### config.mk
export PLATFORM = sky130hd
export DESIGN_NAME = moving_avg
export DESIGN_NICKNAME = d
export VERILOG_FILES = /design/src/rtl/mavg_pkg.sv /design/src/rtl/mavg_window_buf.sv /design/src/rtl/moving_avg.sv
export SDC_FILE = /design/constraint.sdc
export NUM_CORES = 1
export LEC_CHECK = 0
export ABC_AREA = 1
export CAP_MARGIN = 0
export CORE_UTILIZATION = 30
export DETAILED_ROUTE_END_ITERATION = 8
export PLACE_DENSITY = 0.54
export SYNTH_ARGS = -nofsm -noshare
export SYNTH_HDL_FRONTEND = slang
export SYNTH_HIERARCHICAL = 1
export SYNTH_SLANG_ARGS = --single-unit
### constraint.sdc
create_clock -name clk -period 6.1 [get_ports clk]
set_input_delay 1.22 -clock clk [delete_from_list [all_inputs] [get_ports clk]]
set_output_delay 1.22 -clock clk [all_outputs]
set_load 0.01 [all_outputs]
### src/rtl/mavg_pkg.sv
// Shared definitions for the moving-average unit.
//   ROUND_TRUNC / ROUND_HALF_UP : values of the ROUND parameter
//   SUM_W(data_w, log2_n)       : width of the running sum, which can hold
//                                 N full-scale samples without overflow
package mavg_pkg;

    localparam int ROUND_TRUNC   = 0;
    localparam int ROUND_HALF_UP = 1;

    function automatic int SUM_W(input int data_w, input int log2_n);
        return data_w + log2_n;
    endfunction

endpackage

### src/rtl/mavg_window_buf.sv
// Circular window of the last N = 2**LOG2_N accepted samples.
//   clk, rst_n : clock, asynchronous active-low reset
//   clear      : synchronous flush of all entries and the write pointer
//   wr_en      : store wr_data in the slot of the oldest sample
//   wr_data    : sample to store
//   oldest     : sample about to be overwritten (0 while the window fills)
module mavg_window_buf
    import mavg_pkg::*;
#(
    parameter int DATA_W = 4,
    parameter int LOG2_N = 2
) (
    input  logic              clk,
    input  logic              rst_n,
    input  logic              clear,
    input  logic              wr_en,
    input  logic [DATA_W-1:0] wr_data,
    output logic [DATA_W-1:0] oldest
);

    localparam int N = 1 << LOG2_N;

    logic [DATA_W-1:0] win [N];
    logic [LOG2_N-1:0] wr_ptr;

    // The write slot is always the oldest entry, so one pointer serves both
    // the read of the outgoing sample and the write of the incoming one.
    assign oldest = win[wr_ptr];

    // NOTE: the window is a register array with reset, not a RAM: empty slots
    // must read as 0 so the running sum subtracts nothing during the fill.
    always_ff @(posedge clk or negedge rst_n) begin
        if (!rst_n) begin
            wr_ptr <= '0;
            for (int i = 0; i < N; i++) win[i] <= '0;
        end else if (clear) begin
            wr_ptr <= '0;
            for (int i = 0; i < N; i++) win[i] <= '0;
        end else if (wr_en) begin
            win[wr_ptr] <= wr_data;
            // Power-of-two depth: the pointer wraps N-1 -> 0 on its own.
            wr_ptr      <= wr_ptr + LOG2_N'(1);
        end
    end

endmodule

### src/rtl/moving_avg.sv
// Streaming moving average over the last N = 2**LOG2_N accepted samples.
//   clk, rst_n : clock, asynchronous active-low reset
//   clear      : synchronous window flush (wins over a same-cycle sample)
//   in_valid   : sample offered          in_data  : unsigned sample
//   in_ready   : sample accepted when in_valid & in_ready
//   out_valid  : out_data holds a new average
//   out_data   : unsigned window average, registered one clock after accept
//   out_ready  : consumer takes out_data when out_valid & out_ready
//   out_full   : window has held N samples since reset/clear
module moving_avg
    import mavg_pkg::*;
#(
    parameter int DATA_W = 4,
    parameter int LOG2_N = 2,
    parameter int ROUND  = ROUND_TRUNC
) (
    input  logic              clk,
    input  logic              rst_n,
    input  logic              clear,
    input  logic              in_valid,
    input  logic [DATA_W-1:0] in_data,
    output logic              in_ready,
    output logic              out_valid,
    output logic [DATA_W-1:0] out_data,
    input  logic              out_ready,
    output logic              out_full
);

    localparam int N       = 1 << LOG2_N;
    localparam int SUM_WD  = SUM_W(DATA_W, LOG2_N);
    localparam int COUNT_W = LOG2_N + 1;
    localparam int RND     = (ROUND == ROUND_HALF_UP) ? N / 2 : 0;

    logic [SUM_WD-1:0]  sum, sum_next, rounded;
    logic [COUNT_W-1:0] count, count_next;
    logic [DATA_W-1:0]  oldest, avg;
    logic               accept;

    // Output register frees up when it is empty or being drained this cycle.
    assign in_ready = !clear && (!out_valid || out_ready);
    assign accept   = in_valid && in_ready;

    mavg_window_buf #(
        .DATA_W (DATA_W),
        .LOG2_N (LOG2_N)
    ) u_window (
        .clk     (clk),
        .rst_n   (rst_n),
        .clear   (clear),
        .wr_en   (accept),
        .wr_data (in_data),
        .oldest  (oldest)
    );

    // sum always covers the window contents, so sum >= oldest and the
    // subtraction cannot wrap. Adding the rounding term stays below
    // N * 2**DATA_W, so it also fits SUM_WD bits and the shifted result
    // fits DATA_W bits.
    always_comb begin
        sum_next   = sum + SUM_WD'(in_data) - SUM_WD'(oldest);
        rounded    = sum_next + SUM_WD'(RND);
        avg        = DATA_W'(rounded >> LOG2_N);
        count_next = (count == COUNT_W'(N)) ? count : count + COUNT_W'(1);
    end

    // NOTE: registered state uses non-blocking assignments only, so every
    // right-hand side sees values from before the clock edge.
    always_ff @(posedge clk or negedge rst_n) begin
        if (!rst_n) begin
            sum       <= '0;
            count     <= '0;
            out_valid <= 1'b0;
            out_data  <= '0;
            out_full  <= 1'b0;
        end else if (clear) begin
            // A pending output is dropped; out_data keeps its stale value but
            // is never presented as valid.
            sum       <= '0;
            count     <= '0;
            out_valid <= 1'b0;
            out_full  <= 1'b0;
        end else if (accept) begin
            sum       <= sum_next;
            count     <= count_next;
            out_valid <= 1'b1;
            out_data  <= avg;
            out_full  <= (count_next == COUNT_W'(N));
        end else if (out_ready) begin
            out_valid <= 1'b0;
        end
    end

endmodule
# Yosys cells after proc, flatten, opt, wreduce, memory -nomap -nowiden
# Index checks and enable logic that the tools add are counted.
# op_classes
mux	20
n_shift	0
reduce_logical	9
order_cmp	2
mul	0
bitwise	2
n_eq_ne	2
addsub	4
n_div	0
# op_table
operator	n
$mux W16	2
$bwmux W16	1
$mux W4	3
$mux W6	2
$mux W3	3
$bmux W4 S2	1
$demux W4 S2	1
$add A6 B4 Y6	1
$eq A3 B3 Y1 const B	2
$sub A6 B4 Y6	1
$mux W1	5
$mux W2	2
$add A3 B1 Y3 const B	1
$ge A3 B3 Y1 const B	1
$logic_and A1 B1 Y1	3
$lt A3 B1 Y1 const B	1
$not A2 Y3	1
$reduce_bool A3 Y1	1
$add A2 B1 Y2 const B	1
$logic_not A1 Y1	2
$reduce_and A2 Y1	1
$reduce_bool A2 Y1	1
$logic_or A1 B1 Y1	1
$not A1 Y1	1
# word_totals
inputBits	9
latchBits	0
romBits	0
wordCells	49
ramBits	0
output_inout_bits	7
memories	0
reg_bits	33

# Depth between registers and ports, before layout
# Gate-level depths: netlist (run 1).
# depth
ltp_word	8
ltp_mapped	15
depth_no_buf	14

# Cells and area by module
# The synthesis (run 1) kept the hierarchy.
# by_module_without_submodules
mod	cells_per_inst	seq_area_each_um2	area_each_um2	instances
moving_avg	119	375.4	1017.2	1
mavg_window_buf	129	450.4	942.2	1

# Worst setup path after synthesis (run 1)
# Ideal clock, no wire load.
# synth_path
path_kind	in2reg
start	input port in_data[1]
end	register out_data[2]
setup_ns	0.124
slack_ns	3.316
arrival_ns	2.660
stages	8
required_ns	5.976
n_path_buf	0
path_cell_list	inv_1 > fa_1 > fa_1 > nand3b_1 > nand2_1 > a21oi_2 > o21ai_1 > nand2_1
# synth_between
elab_chain_cells	2
# synth_lines
element	line_no	rtl
start: declaration	moving_avg.sv:21	input logic [DATA_W-1:0] in_data,
$add A6 B4 Y6	moving_avg.sv:60	sum_next = sum + SUM_WD'(in_data) - SUM_WD'(oldest);
$sub A6 B4 Y6	moving_avg.sv:60	
end signal: assignment	moving_avg.sv:86	out_data <= avg;
end: declaration	moving_avg.sv:24	output logic [DATA_W-1:0] out_data,
# Every way passes these cells.
# A chain may end at the register's enable or synchronous reset.

# Final worst setup path (run 1)
# layout_path
start	input port clear
end	output port in_ready
# layout_between
elab_chain_cells	2
# layout_lines
element	line_no	rtl
start: declaration	moving_avg.sv:19	input logic clear,
$logic_not A1 Y1	moving_avg.sv:40	assign in_ready = !clear && (!out_valid || out_ready);
$logic_and A1 B1 Y1	moving_avg.sv:40	
end: declaration	moving_avg.sv:22	output logic in_ready,
# Every way passes these cells.

==> flow_metrics.env, run 1 <==
export IMPL_status="finished clean"
export IMPL_sw_frac_of_total_pct=35.8
export IMPL_path_clk_slew_ps=60
export IMPL_cts_resized=0
export IMPL_grt_total_usage_pct=13.1
export IMPL_cp_end_kind="primary output"
export IMPL_antenna_diode_count=0
export IMPL_ir_worst_vdd_mv=0.142
export IMPL_num_fill_cells=668
export IMPL_place_gp_congestion=0.760
export IMPL_fin_crit_ps=3810
export IMPL_switchingPower_mw=0.258
export IMPL_worstPathRequired_ps=4880
export IMPL_synth_warnings=6
export IMPL_fin_skew_ps=2.88
export IMPL_seqPwrFrac_pct=37.4
export IMPL_fin_nets=295
export IMPL_hold_viol_final=0
export IMPL_clockBufferDepth=2
export IMPL_cpMostUsedCell="clkdlybuf4s50_1"
export IMPL_cts_tree="yes"
export IMPL_cts_sinks=33
export IMPL_dr_pass1_iters=4
export IMPL_ios=16
export IMPL_grt_max_degree=34
export IMPL_synthFlopType="dfrtp_1"
export IMPL_whs_path_depth=2
export IMPL_worstPathArrival_ps=2590
export IMPL_h_tree_depth=2
export IMPL_cts_hold_buf=0
export IMPL_grt_pass1_vias=1538
export IMPL_critPathLaunchType="input pin"
export IMPL_slowest_delay_ps=570
export IMPL_die_w_um=82.8
export IMPL_drive_gt1_share_pct=7.78
export IMPL_setup_tns_ps=0
export IMPL_ant_nets=0
export IMPL_crit_family="buffers and inverters"
export IMPL_hold_class="reg2reg"
export IMPL_synthToLayoutAreaGrowth_pct=16.8
export IMPL_crit_type="in2out"
export IMPL_synth_area_leader_cell="dfrtp_1"
export IMPL_total_power_mw=0.721
export IMPL_placementRows=29
export IMPL_synth_common_cells="76 x nand2_1, 54 x inv_1, 33 x dfrtp_1"
export IMPL_syn_inst=248
export IMPL_clock_latency_ps=290
export IMPL_yosys_cell_count_top_type="nand2_1"
export IMPL_min_to="out_data[2]$_DFFE_PN0P_"
export IMPL_grt_antenna_before_repair=0
export IMPL_ys_seq_area_share_pct=42.1
export IMPL_netlist_area_leader_share_pct=42.1
export IMPL_ctsRootBufferMaster="clkbuf_8"
export IMPL_r2r_cells=11
export IMPL_reg2reg_from="u_window/wr_ptr[0]$_DFFE_PN0P_"
export IMPL_max_slew_margin_rel_pct=72.1
export IMPL_core_area_um2=6310
export IMPL_report_final_slew_viol_count=0
export IMPL_postCtsSetupBuffers=0
export IMPL_grt_pass1_wl_mm=7.14
export IMPL_die_area_um2=6860
export IMPL_min_from="out_data[2]$_DFFE_PN0P_"
export IMPL_drv_cap=0
export IMPL_initial_utilization_pct=31.0
export IMPL_crit_buf_inv=2
export IMPL_worstPathCellList="clkdlybuf4s50_1 > nor2_4 > clkdlybuf4s50_1"
export IMPL_p_clk_share_pct=23.1
export IMPL_synth_enable_flop_cells=0
export IMPL_power_density_nw_per_um2=315
export IMPL_ys_ff_latch=33
export IMPL_cts_buffers=5
export IMPL_wl_per_cell_um=11.3
export IMPL_dpl_worst_slack_ps=2280
export IMPL_routed_wl_mm=3.94
export IMPL_portBuffers=15
export IMPL_dr_total_vias=1516
export IMPL_viasPerCell=4.37
export IMPL_syn_cell_area_um2=1960
export IMPL_cpMaxStageDelayCell="clkdlybuf4s50_1"
export IMPL_fin_crit_sh_pct=62.5
export IMPL_fin_ws_ps=2290
export IMPL_synth_fp_nets=273
export IMPL_rsz0062_at_grt="false"
export IMPL_setup_viol=0
export IMPL_gr_total_overflow=0
export IMPL_async_flop_share_pct=100
export IMPL_avgSynthCellArea_um2=7.90
export IMPL_die_h_um=82.8
export IMPL_power_leakage_nw=1.19
export IMPL_synth_top_cells_by_area="dfrtp_1 42%, nand2_1 15%, inv_1 10%"
export IMPL_worst_slew_pin_slew_ps=419
export IMPL_crit_fanout=8
export IMPL_drc=0
export IMPL_rr_endpoint="sum[4]$_DFFE_PN0P_"
export IMPL_synth_cell_types=26
export IMPL_hpwl_mm=2.97
export IMPL_combPwrFrac_pct=39.5
export IMPL_rrSetupSlack_ps=3540
export IMPL_cell_internal_pwr_mw=0.463
export IMPL_fmax_mhz=262
export IMPL_drtIter0Drc=66
how the worst max path moves through the flow:
stage                    start                       to  cells past startpoint
floorplan           in_data[1]  out_data[2]$_DFFE_PN0P_                      8
global placement         clear                 in_ready                      3
detailed placement       clear                 in_ready                      3
CTS                      clear                 in_ready                      3
global route             clear                 in_ready                      3
finish                   clear                 in_ready                      3
power by group through the flow:
stage | combinational [mW] | sequential [mW] | clock (mW)
after global placement | 0.284 | 0.273 | 0
after global routing | 0.334 | 0.275 | 0.183
after detailed placement | 0.286 | 0.274 | 0
final | 0.285 | 0.270 | 0.167
after CTS | 0.289 | 0.270 | 0.173
after floorplan | 0.202 | 0.277 | 0
cell families after synthesis:
kind of cell,Yosys count,share of synthesized area [%]
xor+xnor,2,0.894
buf+inv,59,11.9
compound gates,30,8.24
flops,33,42.1
simple gates,108,25.0
fa+ha+maj,16,11.7
routing by layer:
layer  vias up  global-route usage, %  wire length [µm]
li1        790                      -                 -
met1       690                   18.3              2060
met2        29                   19.8              1680
met3         7                   2.39               118
met4         0                   5.64                76
met5         -                      0                 0
layout make-up:
class / count / area (µm²) / share of cell area (%)
repair buffers: 16 / 158 / 6.89
flip-flops and latches: 33 / 826 / 36.1
multi-input cells: 156 / 900 / 39.3
clock buffers: 7 / 86.3 / 3.77
well taps: 77 / 96.3 / 4.21
inverters: 58 / 223 / 9.73
through the flow:
stage / util [%] / hold slack, ps / area (µm²) / cells
6_report: 36.2 / 482 / 2290 / 347
4_1_cts: 36.2 / 487 / 2290 / 347
5_1_grt: 36.2 / 511 / 2290 / 347
3_3_place_gp: 34.9 / 466 / 2200 / 340
2_1_floorplan: - / 469 / 1960 / 248
3_5_place_dp: 34.9 / 469 / 2200 / 340
state kept, by name (all words and copies together), names as in the netlist:
signal / cells
out_valid: 1
count: 3
sum: 6
u_window/win: 16
out_full: 1
out_data: 4
u_window/wr_ptr: 2
tightest hold or removal path: stages, from the launching register on:
cell and delay (ps):
dfrtp_1 340, nand2_1 60, nand2_1 50
placed cells by master, fill, tap and decap left out:
| cell | instances |
|---|---|
| nand2_1 | 76 |
| inv_1 | 54 |
| dfrtp_1 | 33 |
| o21ai_0 | 17 |
| clkdlybuf4s50_1 | 15 |
| nand3_1 | 12 |
| ha_1 | 12 |
| nor2_1 | 9 |
| clkbuf_8 | 6 |
| o21ai_1 | 5 |
| fa_1 | 4 |
| a21oi_1 | 3 |
| inv_2 | 3 |
| o22ai_1 | 3 |
| nand2_8 | 2 |
| nand3_2 | 2 |
| nand3b_1 | 2 |
| nor2_2 | 1 |
| nor2_4 | 1 |
| clkinv_4 | 1 |
| nand4_1 | 1 |
| or2_2 | 1 |
| nand2_2 | 1 |
| a21oi_2 | 1 |
| xnor2_1 | 1 |
| xor2_1 | 1 |
| o21ai_2 | 1 |
| clkbuf_1 | 1 |
| buf_4 | 1 |
Power figures use the tool's default switching activity.
==> run 2: changes to the inputs <==
Settings changed: PLACE_DENSITY 0.54 to 0.55.
Clock period 6.1 ns to 3.2 ns, I/O delays scaled along.
==> run 2 against run 1 <==
Effect of this change:
- cell count grew 0.29%
- clock skew increased by 2.4 ps
- sequential power rose by 91%
- global-route usage decreased by 0.13 points
- clock power grew 110%
- register-to-register slack got worse by 2900 ps
- combinational power grew 93%
- critical path type unchanged
- largest cell class unchanged
- largest power group unchanged
==> flow_metrics.env, run 2 (synthesized netlist as in run 1, its figures left out) <==
export IMPL_status="finished clean"
export IMPL_clock_latency_ps=280
export IMPL_reg2reg_from="u_window/wr_ptr[0]$_DFFE_PN0P_"
export IMPL_grt_pass1_wl_mm=7.16
export IMPL_fin_skew_ps=5.29
export IMPL_crit_type="in2out"
export IMPL_path_clk_slew_ps=70
export IMPL_worst_slew_pin_slew_ps=429
export IMPL_cts_tree="yes"
export IMPL_min_from="out_data[2]$_DFFE_PN0P_"
export IMPL_placementRows=29
export IMPL_routed_wl_mm=3.96
export IMPL_power_density_nw_per_um2=613
export IMPL_finalCoreUtilization_pct=36.5
export IMPL_min_to="out_data[2]$_DFFE_PN0P_"
export IMPL_grt_pass1_vias=1520
export IMPL_grt_max_degree=34
export IMPL_core_area_um2=6310
export IMPL_h_tree_depth=2
export IMPL_dpl_worst_slack_ps=356
export IMPL_critPathLaunchType="input pin"
export IMPL_cts_resized=0
export IMPL_crit_fanout=8
export IMPL_max_flop_register="u_window/win"
export IMPL_drive_gt1_share_pct=8.49
export IMPL_ctsRootBufferMaster="clkbuf_8"
export IMPL_hpwl_mm=2.97
export IMPL_die_w_um=82.8
export IMPL_largestRegisters="u_window/win (16), sum (6), out_data (4)"
export IMPL_power_leakage_nw=1.20
export IMPL_portBuffers=15
export IMPL_fmax_mhz=375
export IMPL_fin_crit_ps=2670
export IMPL_cts_sinks=33
export IMPL_die_h_um=82.8
export IMPL_dr_pass1_iters=4
export IMPL_gr_total_overflow=0
export IMPL_dr_total_vias=1502
export IMPL_grt_antenna_before_repair=0
export IMPL_cts_buffers=5
export IMPL_ios=16
export IMPL_place_gp_congestion=0.793
export IMPL_r2r_cells=11
export IMPL_hold_class="reg2reg"
export IMPL_setup_tns_ps=0
export IMPL_drc=0
export IMPL_fin_crit_sh_pct=83.3
export IMPL_postCtsSetupBuffers=0
export IMPL_setup_viol=0
export IMPL_worstPathRequired_ps=2560
export IMPL_drv_cap=0
export IMPL_clockBufferDepth=2
export IMPL_rsz0062_at_grt="false"
export IMPL_rrSetupSlack_ps=610
export IMPL_final_common_cell="nand2_1"
export IMPL_fin_nets=295
export IMPL_rr_endpoint="sum[4]$_DFFE_PN0P_"
export IMPL_worstPathArrival_ps=2030
export IMPL_report_final_slew_viol_count=0
export IMPL_ant_nets=0
export IMPL_cp_end_kind="primary output"
export IMPL_synthToLayoutAreaGrowth_pct=17.6
export IMPL_cts_hold_buf=0
export IMPL_final_cell_mix="76 x nand2_1, 54 x inv_1, 33 x dfrtp_1"
export IMPL_drtIter0Drc=63
export IMPL_grt_total_usage_pct=13.0
export IMPL_whs_path_depth=2
export IMPL_largest_reg_flops=16
export IMPL_initial_utilization_pct=31.0
export IMPL_hold_viol_final=0
export IMPL_max_slew_margin_rel_pct=71.4
export IMPL_viasPerCell=4.32
export IMPL_fin_ws_ps=535
export IMPL_num_fill_cells=671
export IMPL_antenna_diode_count=0
export IMPL_wl_per_cell_um=11.4
export IMPL_die_area_um2=6860
export IMPL_ir_worst_vdd_mv=0.288
[run 2: cell types whose count changed in the layout (fill, tap and decap cells not counted)]
cell      previous run  this run
clkbuf_1             1         0
clkbuf_8             6         7
clkinv_2             0         1
[run 2: layout make-up]
type | count | area [µm²] | share of cell area [%]
clock inverter | 1 | 5.00 | 0.217
inverter | 58 | 223 | 9.67
tap | 77 | 96.3 | 4.18
clock buffer | 7 | 96.3 | 4.18
multi-input combinational | 156 | 900 | 39.1
timing repair buffer | 16 | 158 | 6.84
sequential | 33 | 826 | 35.9
[run 2: worst max-delay path: stages]
cell	delay (ps)
clkdlybuf4s50_1	580
nor2_4	240
clkdlybuf4s50_1	560
[run 2: metal layers]
layer	vias to the layer above	wire length, µm	GRT usage (%)
li1	793	-	-
met1	692	2090	18.5
met2	15	1760	19.9
met3	2	83	2.58
met4	0	20	3.76
met5	-	0	0
[run 2: report_power, final]
group | internal [mW] | switching (mW) | total (mW) | leakage, nW
logic | 0.232 | 0.319 | 0.551 | 0.698
clock network | 0.194 | 0.152 | 0.347 | 0.0542
registers | 0.481 | 0.0341 | 0.515 | 0.445
[run 2: how the worst max path moves through the flow]
stage,depth (start not counted),to,startpoint
2_1_floorplan,12,out_data[2]$_DFFE_PN0P_,u_window/wr_ptr[0]$_DFFE_PN0P_
3_3_place_gp,9,out_data[2]$_DFFE_PN0P_,in_data[1]
3_5_place_dp,9,sum[4]$_DFFE_PN0P_,in_data[1]
4_1_cts,3,in_ready,clear
5_1_grt,11,sum[4]$_DFFE_PN0P_,u_window/wr_ptr[0]$_DFFE_PN0P_
6_report,3,in_ready,clear
[run 2: per-stage QoR]
stage | std cells | power (mW) | instance area [µm²] | hold WS, ps
2_1_floorplan | 248 | 0.914 | 1960 | 344
5_1_grt | 348 | 1.54 | 2300 | 498
4_1_cts | 348 | 1.43 | 2300 | 486
6_report | 348 | 1.41 | 2300 | 481
3_5_place_dp | 340 | 1.08 | 2200 | 466
3_3_place_gp | 340 | 1.07 | 2200 | 467
==> run 3: changes to the inputs <==
Settings changed: PLACE_DENSITY 0.55 to 0.54.
Clock period 3.2 ns to 2.7 ns, I/O delays scaled along.
==> run 3 against run 2 <==
Effect of this change:
- clock skew is essentially flat
- sequential power grew 18%
- combinational power grew 20%
- largest cell class unchanged
- first-iteration DRC count grew 30%
- wire length shrank 1.4%
- die area is the same
- critical path type is now reg2reg
- register-to-register slack lost 360 ps
==> flow_metrics.env, run 3 (synthesized netlist as in run 1, its figures left out) <==
export IMPL_status="finished clean"
export IMPL_min_from="out_data[3]$_DFFE_PN0P_"
export IMPL_synthToLayoutAreaGrowth_pct=18.5
export IMPL_sw_frac_of_total_pct=35.8
export IMPL_ios=16
export IMPL_cell_internal_pwr_mw=1.08
export IMPL_cts_resized=0
export IMPL_setup_tns_ps=0
export IMPL_ant_nets=0
export IMPL_combPwrFrac_pct=39.2
export IMPL_final_cell_mix="76 x nand2_1, 54 x inv_1, 32 x dfrtp_1"
export IMPL_grt_total_usage_pct=13.2
export IMPL_hold_viol_final=0
export IMPL_cts_buffers=5
export IMPL_fmax_mhz=409
export IMPL_drc=0
export IMPL_switchingPower_mw=0.604
export IMPL_die_h_um=82.8
export IMPL_postLayoutCellArea_um2=2320
export IMPL_p_clk_share_pct=24.7
export IMPL_total_power_mw=1.69
export IMPL_gr_total_overflow=0
export IMPL_h_tree_depth=2
export IMPL_power_density_nw_per_um2=727
export IMPL_fin_crit_sh_pct=90.6
export IMPL_cts_sinks=33
export IMPL_drive_gt1_share_pct=9.52
export IMPL_max_flop_register="u_window/win"
export IMPL_portBuffers=15
export IMPL_antenna_diode_count=0
export IMPL_fin_skew_ps=5.51
export IMPL_place_area_um2=2220
export IMPL_cpMaxStageDelayCell="dfrtp_2"
export IMPL_grt_antenna_before_repair=0
export IMPL_max_slew_margin_rel_pct=72.0
export IMPL_worstPathRequired_ps=2880
export IMPL_cts_tree="yes"
export IMPL_grt_max_degree=34
export IMPL_seqPwrFrac_pct=36.1
export IMPL_cts_hold_buf=0
export IMPL_wl_per_cell_um=11.2
export IMPL_largest_reg_flops=16
export IMPL_crit_fanout=12
export IMPL_hold_class="reg2reg"
export IMPL_dr_pass1_iters=4
export IMPL_worst_slew_pin_slew_ps=420
export IMPL_num_fill_cells=678
export IMPL_initial_utilization_pct=31.0
export IMPL_ir_worst_vdd_mv=0.357
export IMPL_final_common_cell="nand2_1"
export IMPL_crit_type="reg2reg"
export IMPL_power_leakage_nw=1.21
export IMPL_postCtsSetupBuffers=0
export IMPL_worstPathArrival_ps=2630
export IMPL_slowest_delay_ps=500
export IMPL_viasPerCell=4.42
export IMPL_hpwl_mm=2.95
export IMPL_grt_pass1_vias=1623
export IMPL_startpoint="u_window/wr_ptr[0]$_DFFE_PN0P_"
export IMPL_routed_wl_mm=3.90
export IMPL_fin_crit_ps=2450
export IMPL_crit_family="adder cells"
export IMPL_largestRegisters="u_window/win (16), sum (6), out_data (4)"
export IMPL_cpMostUsedCell="nand2_1"
export IMPL_path_clk_slew_ps=70
export IMPL_clockBufferDepth=2
export IMPL_ctsRootBufferMaster="clkbuf_8"
export IMPL_clock_latency_ps=290
export IMPL_core_area_um2=6310
export IMPL_worstPathCellList="inv_4 > nand2_1 > nand3_1 > nand2_1 > fa_1 > fa_1 > nand3b_1 > nand2_1 > a21oi_2 > o21ai_1 > nand2_1"
export IMPL_setup_viol=0
export IMPL_drv_cap=0
export IMPL_crit_buf_inv=1
export IMPL_fin_nets=297
export IMPL_die_area_um2=6860
export IMPL_drtIter0Drc=82
export IMPL_critPathLaunchType="register"
export IMPL_dr_total_vias=1546
export IMPL_placementRows=29
export IMPL_reg2reg_from="u_window/wr_ptr[0]$_DFFE_PN0P_"
export IMPL_report_final_slew_viol_count=0
export IMPL_rsz0062_at_grt="false"
export IMPL_place_gp_congestion=0.791
export IMPL_grt_pass1_wl_mm=7.27
export IMPL_cp_end_kind="register"
export IMPL_die_w_um=82.8
## run 3: cell types whose count changed in the layout (fill, tap and decap cells not counted)
cell     previous run  this run
inv_4               0         1
dfrtp_2             0         1
dfrtp_1            33        32
inv_2               3         2
buf_4               1         3
## run 3: cell type report
cell class                 instances  area, µm²  area share [%]
clock inverter                     1       5.00           0.216
timing repair buffer              18        173            7.44
inverter                          58        225            9.70
multi-input combinational        156        900            38.7
tap                               77       96.3            4.15
clock buffer                       7       96.3            4.15
sequential                        33        827            35.6
## run 3: final timing paths
path	endpoint	slack (ps)	cells past startpoint
worst min-delay path	out_data[3]$_DFFE_PN0P_	480	2
worst max-delay path	sum[4]$_DFFE_PN0P_	250	11
min in group asynchronous	out_full$_DFFE_PN0P_	640	2
worst max register to register	sum[4]$_DFFE_PN0P_	250	11
max in group asynchronous	u_window/wr_ptr[0]$_DFFE_PN0P_	1740	2
worst min register to register	out_data[3]$_DFFE_PN0P_	480	2
## run 3: worst register-to-register path, stage by stage (launching register included)
cell and delay [ps]:
dfrtp_2 500, inv_4 150, nand2_1 70, nand3_1 90, nand2_1 90, fa_1 490, fa_1 450, nand3b_1 160
nand2_1 110, a21oi_2 60, o21ai_1 100, nand2_1 70
## run 3: routing by layer
metal	routed length, µm	track usage [%]	up-vias
li1	-	-	797
met2	1680	18.9	25
met3	138	3.38	5
met5	0	0	-
met1	2050	19.0	719
met4	31	5.02	0
## run 3: per-stage QoR
step	std cells	hold WS [ps]	setup WS [ps]	util, %
after floorplan	248	244	387	-
after global placement	342	467	37.1	35.1
after detailed placement	342	469	35.1	35.1
after CTS	350	487	118	36.7
after global routing	350	514	33.5	36.8
final	350	484	254	36.8
## run 3: power groups by stage
stage | Combinational, mW | Clock, mW | Sequential [mW]
floorplan | 0.457 | 0 | 0.626
finish | 0.661 | 0.417 | 0.609
global route | 0.768 | 0.458 | 0.620
detailed placement | 0.659 | 0 | 0.619
global placement | 0.657 | 0 | 0.617
CTS | 0.666 | 0.433 | 0.609
==> variant 1, RTL diff (config.mk and constraints of run 3) <==
`LOG2_N` is set to 2 in 2 places; all go to 3. Comments in the files are not updated.
--- a/src/rtl/mavg_window_buf.sv
+++ b/src/rtl/mavg_window_buf.sv
@@ -8,7 +8,7 @@
     import mavg_pkg::*;
 #(
     parameter int DATA_W = 4,
-    parameter int LOG2_N = 2
+    parameter int LOG2_N = 3
 ) (
     input  logic              clk,
     input  logic              rst_n,
--- a/src/rtl/moving_avg.sv
+++ b/src/rtl/moving_avg.sv
@@ -11,7 +11,7 @@
     import mavg_pkg::*;
 #(
     parameter int DATA_W = 4,
-    parameter int LOG2_N = 2,
+    parameter int LOG2_N = 3,
     parameter int ROUND  = ROUND_TRUNC
 ) (
     input  logic              clk,
Check against the original RTL: not equivalent (a bounded check fails within 4 cycles, from zero or initial values and one cycle with rst_n low).
==> variant 1 against run 3 <==
Hold slack got worse by 0.14 ns. First-iteration DRC count grew 46%. Routed wire length grew 72%. Area after synthesis is 46% higher. Total power up 20%. Non-clock buffer count is 7 higher. Design area is 43% higher. Global-route usage increased by 1.4 points. Utilization fell by 0.74 points. Sequential cell count grew 19. Sequential power up 48%. Setup slack got worse by 0.076 ns. Largest cell class unchanged. Largest power group is now sequential cells.
==> variant 1: results (changes against run 3) <==
STA
  – Clock skew: 0.00575 ns (was 0.00551 ns)
  – Min Hold Slack: 0.341 ns (was 0.484 ns)
  – Period utilisation layout: 93.4% (was 90.6%)
  – Pins over their slew limit: 0 (unchanged)
  – Least-Margin Pin Slew: 0.676 ns (was 0.420 ns)

Layout
  – Fillers: 979 (was 678)
  – Biggest regs: u_window/win: 32 flops, sum: 7 flops (was u_window/win: 16 flops, sum: 6 flops, out_data: 4 flops)
  – Layout cells sized above 1: 11.7% (was 9.52%)
  – # diodes: 0 (unchanged)
  – Nets: 409 (was 297)

Global route
  – Total track usage: 14.5% (was 13.2%)
  – Initial antenna violation count: 0 (unchanged)
  – Global-route wire length before repair: 11600 um (was 7270 um)
  – Vias in the first global route: 2428 (was 1623)
  – Pin count of the biggest net entering global routing: 53 (was 34)

Placed design
  – Routability cong.: 0.768 (was 0.791)
  – Cell area after placement: 3180 sq um (was 2220 sq um)
  – Hpwl dp: 4640 um (was 2950 um)
  – # port buffers: 15 (unchanged)
  – Pre-CTS setup slack: 0.0229 ns (was 0.0351 ns)

Power and ir drop
  – Worst vdd ir: 194 uV (was 357 uV)
  – Sw Pwr: 0.687 mW (was 0.604 mW)
  – Lkg Pwr: 1.62 nW (was 1.21 nW)
  – Reg power frac: 44.5% (was 36.1%)
  – Part of the power in the clock network: 21.1% (was 24.7%)

Synth
  – Register area share after synthesis: 45.5% (was 42.1%)
  – Syn Nets: 389 (was 273)
  – Post-synth ARST share: 100% (unchanged)
  – Syn. warnings: 6 (unchanged)
  – Post-synth EDFFs: 0 (unchanged)
  – List of most frequent post-synthesis cells: nand2_1, dfrtp_1, nand3_1 (was nand2_1, inv_1, dfrtp_1)
  – Area contributors post-synth: dfrtp_1, nand2_1, nand3_1 (was dfrtp_1, nand2_1, inv_1)
  – Post-synth cell types: 27 (was 26)

Critical path
  – Kind of critical path: flop to flop (unchanged)
  – Crit path max fanout: 20 (was 12)
  – Critical path arrival: 2.72 ns (was 2.63 ns)
  – Reg2reg start: u_window/wr_ptr[0]$_DFFE_PN0P_ (unchanged)
  – Crit path max-delay family: adder cells (unchanged)
  – Critical Path Sink: out_data[2]$_DFFE_PN0P_ (was sum[4]$_DFFE_PN0P_)
  – Critical R2R Capture: out_data[2]$_DFFE_PN0P_ (was sum[4]$_DFFE_PN0P_)
  – Worst path max stage delay: 0.60 ns (was 0.50 ns)
  – Slowest cell on crit path: fa_1 (was dfrtp_2)
  – Worst R2R Path Depth: 18 (was 11)

Clock network
  – Htree depth: 2 (unchanged)
  – Skew-Pair Late Insertion Delay: ~0.30 ns
  – Reg clk slew, reported paths: 0.09 ns (was 0.07 ns)
  – CTS buffer count: 5 (unchanged)
  – CTS max path bufs: 2 (unchanged)

Drt
  – DR WL/cell: 13.0 um (was 11.2 um)
  – Drt pass-1 iters: 4 (unchanged)
  – 1st-iter DRT viols: 120 (was 82)
  – Via/cell ratio: 4.61 (was 4.42)
  – Post-route DRC: 0 (unchanged)

Outcome
  – Status: finished clean (unchanged)

Hold path
  – Hold Crit Class: primary input to asynchronous set/reset pin (was flop to flop)
-- variant 1: stage by stage --
stage               std cells  total power, mW
finish                    515             2.02
detailed placement        507             1.57
global placement          507             1.56
CTS                       514             2.01
floorplan                 366             1.37
global route              515             2.19
-- variant 1: repair_timing --
item	CTS	global route
endpoints found under the hold margin	0	0
buffers inserted	0	1
gates resized for setup	0	15
endpoints found under the setup margin	0	9
hold buffers	0	0
-- variant 1: layer usage --
metal | track usage [%] | part of all wire, %
met3 | 1.76 | 2.7
met5 | 0 | 0
met4 | 3.96 | 1.1
met2 | 24.5 | 47
met1 | 19.7 | 50
-- variant 1: cells by family after synthesis --
group | synth area share, %
AND/OR/NAND/NOR | 29.6
buffers and inverters | 7.74
flip-flops | 45.5
AO/OA/AOI/OAI | 9.40
adder cells (fa/ha/maj) | 7.17
XOR/XNOR | 0.612
-- variant 1: final cells by class --
class | instances | area (sq um) | share of cell area, %
well taps | 129 | 161 | 4.85
clock buffers | 6 | 72.6 | 2.18
multi-input cells | 258 | 1370 | 41.2
clock inverters | 1 | 5.00 | 0.150
flip-flops and latches | 52 | 1310 | 39.2
inverters | 44 | 178 | 5.33
repair buffers | 25 | 236 | 7.10
-- variant 1: how the worst min path moves through the flow --
stage / start / cells past startpoint / to
floorplan: rst_n / 0 / count[0]$_DFFE_PN0P_
global placement: out_data[3]$_DFFE_PN0P_ / 2 / out_data[3]$_DFFE_PN0P_
detailed placement: out_data[3]$_DFFE_PN0P_ / 2 / out_data[3]$_DFFE_PN0P_
CTS: rst_n / 2 / u_window/win[27]$_DFFE_PN0P_
global route: rst_n / 2 / u_window/win[27]$_DFFE_PN0P_
finish: rst_n / 2 / out_data[3]$_DFFE_PN0P_
==> variant 2, RTL diff (settings of run 3) <==
Made on the original files. Reset style: synchronous (`rst_n`), changed in 2 clocked blocks. Comments in the files are not updated.
--- a/src/rtl/mavg_window_buf.sv
+++ b/src/rtl/mavg_window_buf.sv
@@ -29,7 +29,7 @@
 
     // NOTE: the window is a register array with reset, not a RAM: empty slots
     // must read as 0 so the running sum subtracts nothing during the fill.
-    always_ff @(posedge clk or negedge rst_n) begin
+    always_ff @(posedge clk) begin
         if (!rst_n) begin
             wr_ptr <= '0;
             for (int i = 0; i < N; i++) win[i] <= '0;
--- a/src/rtl/moving_avg.sv
+++ b/src/rtl/moving_avg.sv
@@ -65,7 +65,7 @@
 
     // NOTE: registered state uses non-blocking assignments only, so every
     // right-hand side sees values from before the clock edge.
-    always_ff @(posedge clk or negedge rst_n) begin
+    always_ff @(posedge clk) begin
         if (!rst_n) begin
             sum       <= '0;
             count     <= '0;
Behaviour: differs if rst_n is asserted again (counterexample within 4 cycles, from zero or initial values and one cycle with rst_n low); with rst_n held inactive, the same outputs for 4 cycles.
==> variant 2 against run 3 <==
Setup slack worse by 0.0020 ns. Die area down 2.3%. Routed wire length down 7.5%. Design area down 2.2%. Synthesized cell count down 4.8%. Non-clock buffer count up 5. Sequential cell count up 2. Global-route usage down 0.42 points. Area after synthesis down 2.4%. First-iteration DRC count down 73%. Critical endpoint is now out_data[2]$_SDFFE_PN0P_.
Power is not compared: it rests on default switching activity, and its combinational part moved more than twofold at a synthesized area within 25%.
==> variant 2: results (changes against run 3) <==
Clock network
  – Htree depth: 2 (unchanged)
  – Root Driver: clkbuf_8 (unchanged)
  – CTS resizes: 0 (unchanged)
  – CTS max path bufs: 2 (unchanged)
  – CTS buffer count: 5 (unchanged)
  – Reg clk slew, reported paths: 0.07 ns (about the same)
  – Post-CTS setup buffer count: 0 (unchanged)
  – Skew-Pair Late Insertion Delay: 0.29 ns (about the same)

Power and ir drop
  – Lkg Pwr: around 1.0 nW
  – Worst vdd ir: about 200 uV

Layout
  – # diodes: 0 (unchanged)
  – Layout cells sized above 1: 8.33% (was 9.52%)
  – Post-Layout Cell Count: 339 (was 350)
  – Biggest regs: u_window/win: 16 flops, sum: 6 flops, out_data: 4 flops (unchanged)
  – Nets: 288 (was 297)

Placed design
  – Routability cong.: 0.748 (was 0.791)
  – Placed cells: 331 (was 342)
  – # port buffers: 15 (unchanged)
  – Hpwl dp: 2810 um (was 2950 um)

Synth
  – Post-synth EDFFs: 16 (was 0)
  – Post-synth cell types: 21 (was 26)
  – Syn Inst Count: 236 (was 248)
  – Area contributors post-synth: edfxtp_1, dfxtp_1, inv_1 (was dfrtp_1, nand2_1, inv_1)
  – Register area share after synthesis: 45.0% (was 42.1%)
  – Top FF cell, synth: dfxtp_1 (was dfrtp_1)
  – Syn Nets: 261 (was 273)
  – Post-synth ARST share: 0% (was 100%)
  – Syn. warnings: 6 (unchanged)
  – List of most frequent post-synthesis cells: inv_1, nand2_1, nor2_1 (was nand2_1, inv_1, dfrtp_1)

Hold path
  – Hold Path Cell Cnt: 2 (unchanged)
  – Hold Crit Class: flop to flop (unchanged)

Critical path
  – Crit path max fanout: 2 (was 12)
  – Critical path arrival: 2.67 ns (was 2.63 ns)
  – Worst R2R Path Depth: 12 (was 11)

Drt
  – Drt pass-1 iters: 4 (unchanged)
  – Post-route DRC: 0 (unchanged)
  – Via/cell ratio: 4.36 (was 4.42)
  – 1st-iter DRT viols: 22 (was 82)
  – Routed WL: 3610 um (was 3900 um)

Global route
  – Total track usage: 12.8% (was 13.2%)
  – Global-route wire length before repair: 6370 um (was 7270 um)
  – Vias in the first global route: 1476 (was 1623)
  – Initial antenna violation count: 0 (unchanged)
  – Pin count of the biggest net entering global routing: 22 (was 34)

STA
  – Relative slew slack: 79.3% (was 72.0%)
  – Clock skew: 0.00722 ns (was 0.00551 ns)

Outcome
  – Status: finished clean (unchanged)
[variant 2: cell types whose count changed after synthesis, moves of 2 or more]
cell,delta
nand2_8,-2
nand3_2,-2
nor2_1,+13
inv_2,-3
edfxtp_1,+16
nand4_1,+4
dfrtp_1,-33
o22ai_1,-3
nand2_1,-24
o21ai_1,-5
dfxtp_1,+19
a21oi_1,+14
o21ai_0,-9
[variant 2: metal layers]
| metal | up-vias | wire [um] | track usage (%) |
|---|---|---|---|
| met5 | - | 0 | 0 |
| met4 | 0 | 73 | 5.79 |
| met3 | 6 | 123 | 3.11 |
| met2 | 19 | 1530 | 19.8 |
| met1 | 669 | 1890 | 16.7 |
| li1 | 785 | - | - |
[variant 2: final cells by class]
type                            instances  area [sq um]
Clock buffer                            6          72.6
Clock inverter                          2          12.5
Fill cell                             646          3750
Inverter                               55           206
Multi-Input combinational cell        143           816
Sequential cell                        35           861
Tap cell                               75          93.8
Timing Repair Buffer                   23           210
[variant 2: power breakdown]
group / total [mW] / internal (mW) / switching [mW]
clock network: 0.372 / 0.180 / 0.192
logic: 0.209 / 0.0897 / 0.120
registers: 0.587 / 0.576 / 0.0107
total: 1.17 / 0.846 / 0.322
[variant 2: worst paths after layout]
check	from	slack, ns	endpoint
hold / removal	sum[0]$_SDFFE_PP0P_	0.46	sum[0]$_SDFFE_PP0P_
setup / recovery	in_data[1]	0.25	out_data[2]$_SDFFE_PN0P_
hold reg to reg	sum[0]$_SDFFE_PP0P_	0.46	sum[0]$_SDFFE_PP0P_
setup reg to reg	flop	0.32	out_data[2]$_SDFFE_PN0P_
[variant 2: kinds of logic (layout without fill, tap and decap cells)]
group / count (synthesis) / after routing / synth area share (%)
AND/OR/NAND/NOR: 98 / 98 / 22.4
buffers and inverters: 58 / 86 / 12.4
flip-flops: 35 / 35 / 45.0
AO/OA/AOI/OAI: 28 / 28 / 7.78
adder cells (fa/ha/maj): 16 / 16 / 12.0
XOR/XNOR: 1 / 1 / 0.458
[variant 2: critical path, stage by stage]
cell             delay, ns
clkdlybuf4s50_1       0.48
inv_1                 0.06
fa_1                  0.53
inv_1                 0.07
fa_1                  0.44
nand2_1               0.10
a21boi_1              0.07
o21ai_0               0.14
nand3_1               0.11
a21oi_1               0.13
[variant 2: metrics by stage]
stage	setup TNS (ns)	area [sq um]	utilization (%)	setup slack, ns
2_1_floorplan	0	1910	-	0.456
3_3_place_gp	-0.156	2190	36.3	-0.0485
3_5_place_dp	-0.211	2190	36.3	-0.0730
4_1_cts	0	2270	37.7	0.214
5_1_grt	0	2270	37.7	0.0521
6_report	0	2270	37.7	0.252
